--- config.mk ---
export PLATFORM = sky130hd
export DESIGN_NAME = snn_host_driver
export DESIGN_NICKNAME = d
export VERILOG_FILES = /design/src/rtl/snn_host_pkg.sv /design/src/rtl/spike_tally.sv /design/src/rtl/snn_host_driver.sv
export SDC_FILE = /design/constraint.sdc
export NUM_CORES = 1
export LEC_CHECK = 0
export ABC_CLOCK_PERIOD_IN_PS = 25100
export CORE_MARGIN = 1
export CORE_UTILIZATION = 50
export CTS_BUF_LIST = sky130_fd_sc_hd__clkbuf_8 sky130_fd_sc_hd__clkbuf_16
export DETAILED_ROUTE_END_ITERATION = 7
export GPL_TIMING_DRIVEN = 0
export PLACE_DENSITY = 0.84
export SLEW_MARGIN = 40
export SYNTH_ARGS = -nofsm -noshare
export SYNTH_HDL_FRONTEND = slang
export SYNTH_SLANG_ARGS = --single-unit
--- constraint.sdc ---
create_clock -name clk -period 25.1 [get_ports clk]
set_input_delay 3.765 -clock clk [delete_from_list [all_inputs] [get_ports clk]]
set_output_delay 3.765 -clock clk [all_outputs]
set_load 0.01 [all_outputs]
--- src/rtl/snn_host_pkg.sv ---
// Shared op codes, control codes and FSM states for the SNN host driver.
package snn_host_pkg;

    localparam logic [2:0] OP_RUN     = 3'b010;
    localparam logic [2:0] CTRL_IDLE  = 3'b010;
    localparam logic [2:0] CTRL_INPUT = 3'b000;
    localparam int         CNT_W      = 11;

    typedef enum logic [2:0] {
        IDLE,
        LOAD,
        RUN_IN,
        RUN_EXEC,
        RUN_WAIT,
        DONE
    } state_t;

    function automatic logic is_run(input logic [2:0] op);
        return op == OP_RUN;
    endfunction

endpackage

--- src/rtl/spike_tally.sv ---
// Per-neuron saturating spike counters with a lowest-index-wins argmax.
module spike_tally #(
    parameter int OUTPUTS  = 8,
    parameter int CNT_BITS = 8
) (
    input  logic                          clk,
    input  logic                          reset,
    input  logic                          clear,
    input  logic                          sample,
    input  logic [OUTPUTS-1:0]            spikes,
    output logic [OUTPUTS*CNT_BITS-1:0]   counts,
    output logic [$clog2(OUTPUTS)-1:0]    best
);

    localparam int                  CLS_W   = $clog2(OUTPUTS);
    localparam logic [CNT_BITS-1:0] CNT_MAX = '1;

    logic [CNT_BITS-1:0] best_val;

    always_ff @(posedge clk) begin
        if (reset || clear) begin
            counts <= '0;
        end else if (sample) begin
            for (int i = 0; i < OUTPUTS; i++) begin
                if (spikes[i] && counts[i*CNT_BITS +: CNT_BITS] != CNT_MAX) begin
                    counts[i*CNT_BITS +: CNT_BITS] <= counts[i*CNT_BITS +: CNT_BITS] + CNT_BITS'(1);
                end
            end
        end
    end

    // Strict greater-than keeps the earliest index on ties.
    always_comb begin
        best     = '0;
        best_val = counts[0 +: CNT_BITS];
        for (int i = 1; i < OUTPUTS; i++) begin
            if (counts[i*CNT_BITS +: CNT_BITS] > best_val) begin
                best_val = counts[i*CNT_BITS +: CNT_BITS];
                best     = CLS_W'(i);
            end
        end
    end

endmodule

--- src/rtl/snn_host_driver.sv ---
// Host-side sequencer: streams setup bytes and timestep inputs into the SNN and tallies output spikes.
module snn_host_driver
    import snn_host_pkg::*;
#(
    parameter int INPUT_BYTES = 2,
    parameter int OUTPUTS     = 8,
    parameter int CNT_BITS    = 8,
    parameter int SPIKE_LAT   = 1
) (
    input  logic                        clk,
    input  logic                        reset,
    input  logic                        cmd_valid,
    output logic                        cmd_ready,
    input  logic [2:0]                  cmd_op,
    input  logic [10:0]                 cmd_len,
    input  logic                        byte_valid,
    output logic                        byte_ready,
    input  logic [7:0]                  byte_data,
    output logic [7:0]                  snn_data,
    output logic [2:0]                  snn_ctrl,
    output logic                        snn_execute,
    input  logic [OUTPUTS-1:0]          snn_spikes,
    output logic                        res_valid,
    output logic [$clog2(OUTPUTS)-1:0]  res_class,
    output logic [OUTPUTS*CNT_BITS-1:0] res_counts,
    output logic                        busy
);

    localparam logic [CNT_W-1:0] IN_LAST   = CNT_W'(INPUT_BYTES - 1);
    localparam logic [2:0]       WAIT_LAST = 3'(SPIKE_LAT - 1);

    state_t           state;
    logic [2:0]       op_q;
    logic [CNT_W-1:0] len_q;
    logic [CNT_W-1:0] byte_cnt;
    logic [CNT_W-1:0] step_cnt;
    logic [2:0]       wait_cnt;
    logic             tally_clear;
    logic             tally_sample;

    assign cmd_ready    = (state == IDLE);
    assign byte_ready   = (state == LOAD) || (state == RUN_IN);
    assign busy         = (state != IDLE);
    assign tally_clear  = (state == IDLE) && cmd_valid && is_run(cmd_op);
    assign tally_sample = (state == RUN_WAIT) && (wait_cnt == WAIT_LAST);

    // Pins default to the no-write code every cycle; a state only overrides them for one cycle.
    always_ff @(posedge clk) begin
        if (reset) begin
            state       <= IDLE;
            op_q        <= '0;
            len_q       <= '0;
            byte_cnt    <= '0;
            step_cnt    <= '0;
            wait_cnt    <= '0;
            snn_data    <= '0;
            snn_ctrl    <= CTRL_IDLE;
            snn_execute <= 1'b0;
            res_valid   <= 1'b0;
        end else begin
            snn_data    <= '0;
            snn_ctrl    <= CTRL_IDLE;
            snn_execute <= 1'b0;
            res_valid   <= 1'b0;
            case (state)
                IDLE: begin
                    if (cmd_valid) begin
                        op_q     <= cmd_op;
                        len_q    <= cmd_len;
                        byte_cnt <= '0;
                        step_cnt <= '0;
                        wait_cnt <= '0;
                        if (is_run(cmd_op)) begin
                            if (cmd_len == '0) begin
                                state     <= DONE;
                                res_valid <= 1'b1;
                            end else begin
                                state <= RUN_IN;
                            end
                        end else if (cmd_len != '0) begin
                            state <= LOAD;
                        end
                    end
                end
                LOAD: begin
                    if (byte_valid) begin
                        snn_data <= byte_data;
                        snn_ctrl <= op_q;
                        if (byte_cnt == len_q - CNT_W'(1)) begin
                            byte_cnt <= '0;
                            state    <= IDLE;
                        end else begin
                            byte_cnt <= byte_cnt + CNT_W'(1);
                        end
                    end
                end
                RUN_IN: begin
                    if (byte_valid) begin
                        snn_data <= byte_data;
                        snn_ctrl <= CTRL_INPUT;
                        if (byte_cnt == IN_LAST) begin
                            byte_cnt <= '0;
                            state    <= RUN_EXEC;
                        end else begin
                            byte_cnt <= byte_cnt + CNT_W'(1);
                        end
                    end
                end
                RUN_EXEC: begin
                    snn_execute <= 1'b1;
                    state       <= RUN_WAIT;
                end
                RUN_WAIT: begin
                    if (wait_cnt == WAIT_LAST) begin
                        wait_cnt <= '0;
                        if (step_cnt == len_q - CNT_W'(1)) begin
                            state     <= DONE;
                            res_valid <= 1'b1;
                        end else begin
                            step_cnt <= step_cnt + CNT_W'(1);
                            state    <= RUN_IN;
                        end
                    end else begin
                        wait_cnt <= wait_cnt + 3'd1;
                    end
                end
                DONE: begin
                    state <= IDLE;
                end
                default: begin
                    state <= IDLE;
                end
            endcase
        end
    end

    spike_tally #(
        .OUTPUTS  (OUTPUTS),
        .CNT_BITS (CNT_BITS)
    ) u_tally (
        .clk    (clk),
        .reset  (reset),
        .clear  (tally_clear),
        .sample (tally_sample),
        .spikes (snn_spikes),
        .counts (res_counts),
        .best   (res_class)
    );

endmodule

# --- Yosys cells after proc, flatten, opt, wreduce, memory -nomap -nowiden ---
# Index checks and enable logic that the tools add are counted.
word_totals:
  regBits: 119
  in_bits: 34
  word_cells: 144
  out_inout_bits: 83
op_classes:
  eq_ne: 24
  n_reduce_logical: 35
  magnitude_cmp: 7
  muxes: 46
  n_bitwise: 2
  n_addsub: 12
ops:
  columns: ["op", "n"]
  rows:
  - ["11-bit 2-to-1 mux", 7]
  - ["8-bit by 1-bit adder with 8-bit output, second input constant", 8]
  - ["8-bit inequality test, second input constant", 8]
  - ["8-bit greater-than comparator", 7]
  - ["3-bit 2-to-1 mux", 17]
  - ["8-bit 2-to-1 mux", 6]
  - ["11-bit one-hot mux with 3 select lines", 1]
  - ["11-bit by 1-bit adder with 11-bit output, second input constant", 2]
  - ["11-bit == test", 2]
  - ["11-bit one-hot mux with 2 select lines", 1]
  - ["2-bit AND reduction", 10]
  - ["3-bit one-hot mux with 5 select lines", 1]
  - ["3-bit one-hot mux with 2 select lines", 2]
  - ["11-bit by 1-bit == test with 1-bit output, second input constant", 1]
  - ["1-bit logical AND", 11]
  - ["11-bit zero test", 1]
  - ["11-bit nonzero test", 1]
  - ["11-bit by 1-bit subtractor with 11-bit output, second input constant", 1]
  - ["3-bit by 2-bit == test with 1-bit output, second input constant", 3]
  - ["2-bit inequality test, second input constant", 4]
  - ["4-bit AND reduction", 2]
  - ["1-bit 2-to-1 mux", 7]
  - ["7-bit AND reduction", 1]
  - ["3-bit zero test", 2]
  - ["other kinds (13)", 20]

# --- Depth between registers and ports, before layout ---
logic_depth:
  ltp_word: 14
  ltp_mapped: 71
  depth_no_buf: 67

# --- By module ---
# A second synthesis with hierarchy kept.
hier_totals:
  cells_unflattened: 1023
  hier_area_um2: 8204.1
by_module_without_submodules:
  columns: ["module", "area_per_inst_um2", "n_inst", "seq_area_each_um2", "cells_per_inst"]
  rows:
  - ["spike_tally", 4942.2, 1, 1281.2, 614]
  - ["snn_host_driver", 3261.9, 1, 1101.1, 409]

# --- Least setup slack after synthesis ---
# Ideal clock, no wire load.
synth_timing:
  kind: "register to output"
  start: "register u_tally.counts[3]"
  end: "output res_class[1]"
  path_slack_ns: 8.629
  t_required_ns: 21.335
  path_stages_with_launch: 70
  t_arrival_ns: 12.706
  path_buffers: 5
  cell_sequence: "dfxtp_1 clkbuf_1 inv_1 ha_1 a21oi_1 a21o_1 a21o_1 clkbuf_1 mux2i_1 ha_1 a21oi_1 o21ai_0 a211oi_1 a21oi_1 nor3b_1 or3_1 clkbuf_1 mux2i_1 (+34 left out) o21ai_0 nand2b_1 a21oi_1 o21ai_0 o21ai_1 clkbuf_1 nor2_1 a21o_1 ha_1 nor2b_1 o21a_1 o21ai_0 nand2b_1 a21oi_1 nor2_1 a211oi_1 a21oi_1 a311o_1"
synth_between:
  elab_chain_len: 14
  elab_cells_between_ends: 19
  classes_between: "order compare (7); mux (12)"
synth_rtl:
  columns: ["item", "line_no", "text"]
  rows:
  - ["start, declared", "spike_tally.sv:11", "output logic [OUTPUTS*CNT_BITS-1:0] counts,"]
  - ["start signal, assigned by index", "spike_tally.sv:26", "counts[i*CNT_BITS +: CNT_BITS] <= counts[i*CNT_BITS +: CNT_BITS] + CNT_BITS'(1);"]
  - ["8-bit greater-than comparator", "spike_tally.sv:37", "if (counts[i*CNT_BITS +: CNT_BITS] > best_val) begin"]
  - ["8-bit 2-to-1 mux (*)", "spike_tally.sv:37", null]
  - ["8-bit greater-than comparator", "spike_tally.sv:37", null]
  - ["8-bit 2-to-1 mux", "spike_tally.sv:37", null]
  - ["8-bit greater-than comparator", "spike_tally.sv:37", null]
  - ["8-bit 2-to-1 mux", "spike_tally.sv:37", null]
  - ["8-bit greater-than comparator", "spike_tally.sv:37", null]
  - ["8-bit 2-to-1 mux", "spike_tally.sv:37", null]
  - ["8-bit greater-than comparator", "spike_tally.sv:37", null]
  - ["8-bit 2-to-1 mux", "spike_tally.sv:37", null]
  - ["8-bit greater-than comparator", "spike_tally.sv:37", null]
  - ["8-bit 2-to-1 mux", "spike_tally.sv:37", null]
  - ["8-bit greater-than comparator", "spike_tally.sv:37", null]
  - ["3-bit 2-to-1 mux (*)", "spike_tally.sv:37", null]
  - ["end, declared", "snn_host_driver.sv:24", "output logic [$clog2(OUTPUTS)-1:0] res_class,"]
# Every way passes the cells marked *; elsewhere a longest branch is shown, timed or not.

# --- Worst setup path in the final report ---
# Same ends and word-level chain as after synthesis.

==> impl_metrics.xml <==
<?xml version="1.0" encoding="UTF-8"?>
<metrics>
  <group name="outcome">
    <metric name="status" unit="">completed</metric>
  </group>
  <group name="timing">
    <metric name="postLayoutSetupSlackWorst" unit="ns">5.296</metric>
    <metric name="hold_slack" unit="ns">0.4588</metric>
    <metric name="post_route_skew" unit="ns">0.006064</metric>
    <metric name="max-slew-margin-rel" unit="">0.4505</metric>
    <metric name="timing.final.crit_share" unit="">0.7890</metric>
    <metric name="max_slew.worst_pin.slew" unit="ns">0.8234</metric>
    <metric name="final.min_clock_period" unit="ns">19.80</metric>
    <metric name="finalSetupViolCount" unit="">0</metric>
    <metric name="fmaxAchievable" unit="MHz">50.50</metric>
    <metric name="setup_tns" unit="ns">0</metric>
    <metric name="timing_max_transition_violations_final" unit="">0</metric>
    <metric name="unrepaired_setup_endpoints_after_global_routing" unit="">no</metric>
    <metric name="hold_viol" unit="">0</metric>
  </group>
  <group name="detailed_routing">
    <metric name="vias" unit="">7318</metric>
    <metric name="route.detailed.vias_per_inst" unit="">5.595</metric>
    <metric name="detail_route.drc_violations" unit="">0</metric>
    <metric name="wl" unit="um">19840</metric>
    <metric name="drc_marker_count_from_the_first_detailed_route_iteration" unit="">385</metric>
    <metric name="antenna_viol_nets_final" unit="">0</metric>
    <metric name="drtPass1Iterations" unit="">5</metric>
    <metric name="route.detailed.wl_per_inst" unit="um">15.16</metric>
  </group>
  <group name="finish">
    <metric name="layout.nets" unit="">1184</metric>
    <metric name="antenna_cells" unit="">0</metric>
    <metric name="commonest_cells_after_routing_fill_and_taps_aside" unit="">119 x sky130_fd_sc_hd__dfxtp_1, 115 x sky130_fd_sc_hd__clkdlybuf4s50_1, 110 x sky130_fd_sc_hd__nor2_1</metric>
    <metric name="areaGrowthSynthToFinish" unit="%">26.34</metric>
    <metric name="post_route_cells_drive_above_1_share" unit="">0.06016</metric>
    <metric name="mostFrequentLayoutCell" unit="">sky130_fd_sc_hd__dfxtp_1</metric>
  </group>
  <group name="grt">
    <metric name="grt_pass1_vias" unit="">6934</metric>
    <metric name="grt_most_used_layer" unit="">met2</metric>
    <metric name="grt_usage" unit="">0.2532</metric>
    <metric name="grt_use_met3" unit="">0.05360</metric>
    <metric name="antenna_found_initial" unit="">0</metric>
    <metric name="grt_pass1_wl" unit="um">32710</metric>
    <metric name="grt_start_max_net_pins" unit="">17</metric>
    <metric name="met2_usage" unit="">0.4596</metric>
    <metric name="grt_remaining_overflow" unit="">0</metric>
    <metric name="grt_util_met1" unit="">0.2926</metric>
  </group>
  <group name="placement">
    <metric name="placement.io_buffers" unit="">115</metric>
    <metric name="gp_congestion" unit="">0.8786</metric>
    <metric name="dp_slack" unit="ns">6.147</metric>
    <metric name="hpwl" unit="um">14360</metric>
  </group>
  <group name="clock_tree">
    <metric name="tritoncts" unit="">built</metric>
    <metric name="cts_root_buffer" unit="">sky130_fd_sc_hd__clkbuf_16</metric>
    <metric name="count_of_clock_tree_sinks" unit="">119</metric>
    <metric name="clock_insertion_delay_worst_skew" unit="ns">0.42</metric>
    <metric name="cts.hold.buffers_added" unit="">0</metric>
    <metric name="path_clk_slew" unit="ns">0.06</metric>
    <metric name="tritoncts.num_buffers" unit="">17</metric>
    <metric name="cts_buffer_depth" unit="">2</metric>
    <metric name="cts_setup_buffers" unit="">0</metric>
    <metric name="postCtsResizedCells" unit="">0</metric>
    <metric name="number_of_h_tree_levels" unit="">4</metric>
  </group>
  <group name="critical_path">
    <metric name="critical_path_arrival" unit="ns">16.04</metric>
    <metric name="worstSetupStartpoint" unit="">u_tally.counts[3]</metric>
    <metric name="r2r-start" unit="">len_q[0]</metric>
    <metric name="maximum_cell_stage_delay_along_the_critical_path" unit="ns">0.76</metric>
    <metric name="endpoint_class_of_the_critical_path" unit="">output port</metric>
    <metric name="worstPathBufferInverterCount" unit="">10</metric>
    <metric name="crit_family" unit="">compound AO/OA/AOI/OAI gates</metric>
    <metric name="kind_of_launch_point_of_the_worst_setup_path" unit="">flip-flop</metric>
    <metric name="criticalPathCategory" unit="">reg -&gt; out</metric>
    <metric name="timing.critical_path.slowest_stage_cell" unit="">sky130_fd_sc_hd__o41ai_4</metric>
    <metric name="crit_path_max_fanout" unit="">10</metric>
    <metric name="worst_path_most_repeated_cell" unit="">sky130_fd_sc_hd__a21oi_1</metric>
    <metric name="cp_data_required_time" unit="ns">21.33</metric>
  </group>
  <group name="synth">
    <metric name="syn-num-nets" unit="">1050</metric>
    <metric name="netlist_instances" unit="">950</metric>
    <metric name="ys.flop_type" unit="">sky130_fd_sc_hd__dfxtp_1</metric>
    <metric name="synth-seq-area-share" unit="">0.3042</metric>
    <metric name="synthDistinctLibCells" unit="">62</metric>
    <metric name="synth.ff_latch_count" unit="">119</metric>
    <metric name="ys_async_sr_fraction" unit="">0</metric>
    <metric name="synth_edf_count" unit="">0</metric>
    <metric name="post_synth.cell_area_avg" unit="um2">8.245</metric>
    <metric name="synth_warnings" unit="">0</metric>
    <metric name="netlist_area" unit="um2">7833</metric>
  </group>
  <group name="floorplanning">
    <metric name="pin_count" unit="">117</metric>
    <metric name="floorplan.initialDensity" unit="">0.5133</metric>
    <metric name="die_area" unit="um2">16170</metric>
    <metric name="die_width" unit="um">127.2</metric>
    <metric name="fp-row-count" unit="">45</metric>
    <metric name="overall_die_height" unit="um">127.2</metric>
    <metric name="core_region_area" unit="um2">15260</metric>
  </group>
  <group name="pwr">
    <metric name="power_leakage" unit="nW">3.864</metric>
    <metric name="fin_total_pwr" unit="W">0.0005406</metric>
    <metric name="power.ir.vdd_worst" unit="uV">46.45</metric>
    <metric name="powerDensity" unit="nW/um2">54.63</metric>
  </group>
  <group name="job">
    <metric name="max_cap_viol_count" unit="">0</metric>
  </group>
  <group name="hold_path">
    <metric name="hp-start" unit="">op_q[1]</metric>
    <metric name="worst_hold_path_type" unit="">reg -&gt; reg</metric>
  </group>
</metrics>
[through the flow]
| step | cells | utilization | cell area (um2) |
|---|---|---|---|
| 3_5_place_dp | 1276 | 0.6062 | 9250 |
| 3_3_place_gp | 1276 | 0.6061 | 9248 |
| 6_report | 1308 | 0.6485 | 9896 |
| 4_1_cts | 1308 | 0.6481 | 9888 |
| 5_1_grt | 1308 | 0.6485 | 9896 |
| 2_1_floorplan | 950 | - | 7833 |
[routing by layer]
layer	wire, um	part of all wire
met1	8392	0.42
met2	9880	0.50
met3	1105	0.056
met4	457	0.023
met5	0	0
[sequential cells by signal (all words and copies together) (netlist names)]
| signal | cells |
|---|---|
| wait_cnt | 3 |
| snn_execute | 1 |
| u_tally.counts | 64 |
| step_cnt | 11 |
| res_valid | 1 |
| op_q | 3 |
| snn_ctrl | 3 |
| len_q | 11 |
| snn_data | 8 |
| state | 3 |
| byte_cnt | 11 |
[cell type report]
cell class	instances	area, um2
fill	1262	5363
multi-input combinational	730	5074
sequential	119	2382
timing repair buffer	115	1151
clock buffer	18	439.2
tap	211	264.0
inverter	68	255.2
clock inverter	14	198.9
buffer	33	131.4
[final timing paths]
kind                   to  slack (ns)  cells after the start
max reg2reg   step_cnt[5]       21.19                     15
min reg2reg   snn_ctrl[1]        0.46                      2
max          res_class[1]        5.30                     69
min           snn_ctrl[1]        0.46                      2
[worst min-delay path, cell delays in order, from the launching register on]
cell,delay [ns]
sky130_fd_sc_hd__dfxtp_1,0.31
sky130_fd_sc_hd__inv_1,0.04
sky130_fd_sc_hd__o31ai_1,0.06
[logic make-up (layout without fill, tap and decap cells)]
family          after synthesis  after routing  share of synthesized area
simple gates                366            366                     0.2294
compound gates              155            155                     0.1310
flops                       119            119                     0.3042
buf+inv                     101            248                    0.04936
xor+xnor                     90             90                     0.1094
fa+ha+maj                    66             66                     0.1054
mux                          53             53                    0.07125
[synthesized netlist by cell type, drive strengths merged, types with 15 or more instances]
library cell | instances | share of area
ha | 66 | 0.11
dfxtp | 119 | 0.30
xnor2 | 57 | 0.064
mux2 | 22 | 0.032
o21ai | 31 | 0.020
nand2b | 20 | 0.016
a21o | 15 | 0.014
a21oi | 56 | 0.036
nand4 | 31 | 0.025
clkbuf | 25 | 0.012
nand3 | 37 | 0.024
inv | 68 | 0.033
nor2 | 111 | 0.053
xor2 | 28 | 0.031
and2 | 17 | 0.014
nor3 | 19 | 0.012
mux2i | 31 | 0.040
nand2 | 72 | 0.035
[power breakdown]
| part | total, W | switching, W | internal [W] | leakage, nW |
|---|---|---|---|---|
| clock | 0.000263 | 0.0000934 | 0.000169 | 0.299 |
| combinational | 0.0000797 | 0.0000437 | 0.0000360 | 2.60 |
| sequential | 0.000198 | 0.00000430 | 0.000194 | 0.961 |
Note: power is estimated with default switching activity, not from simulation.
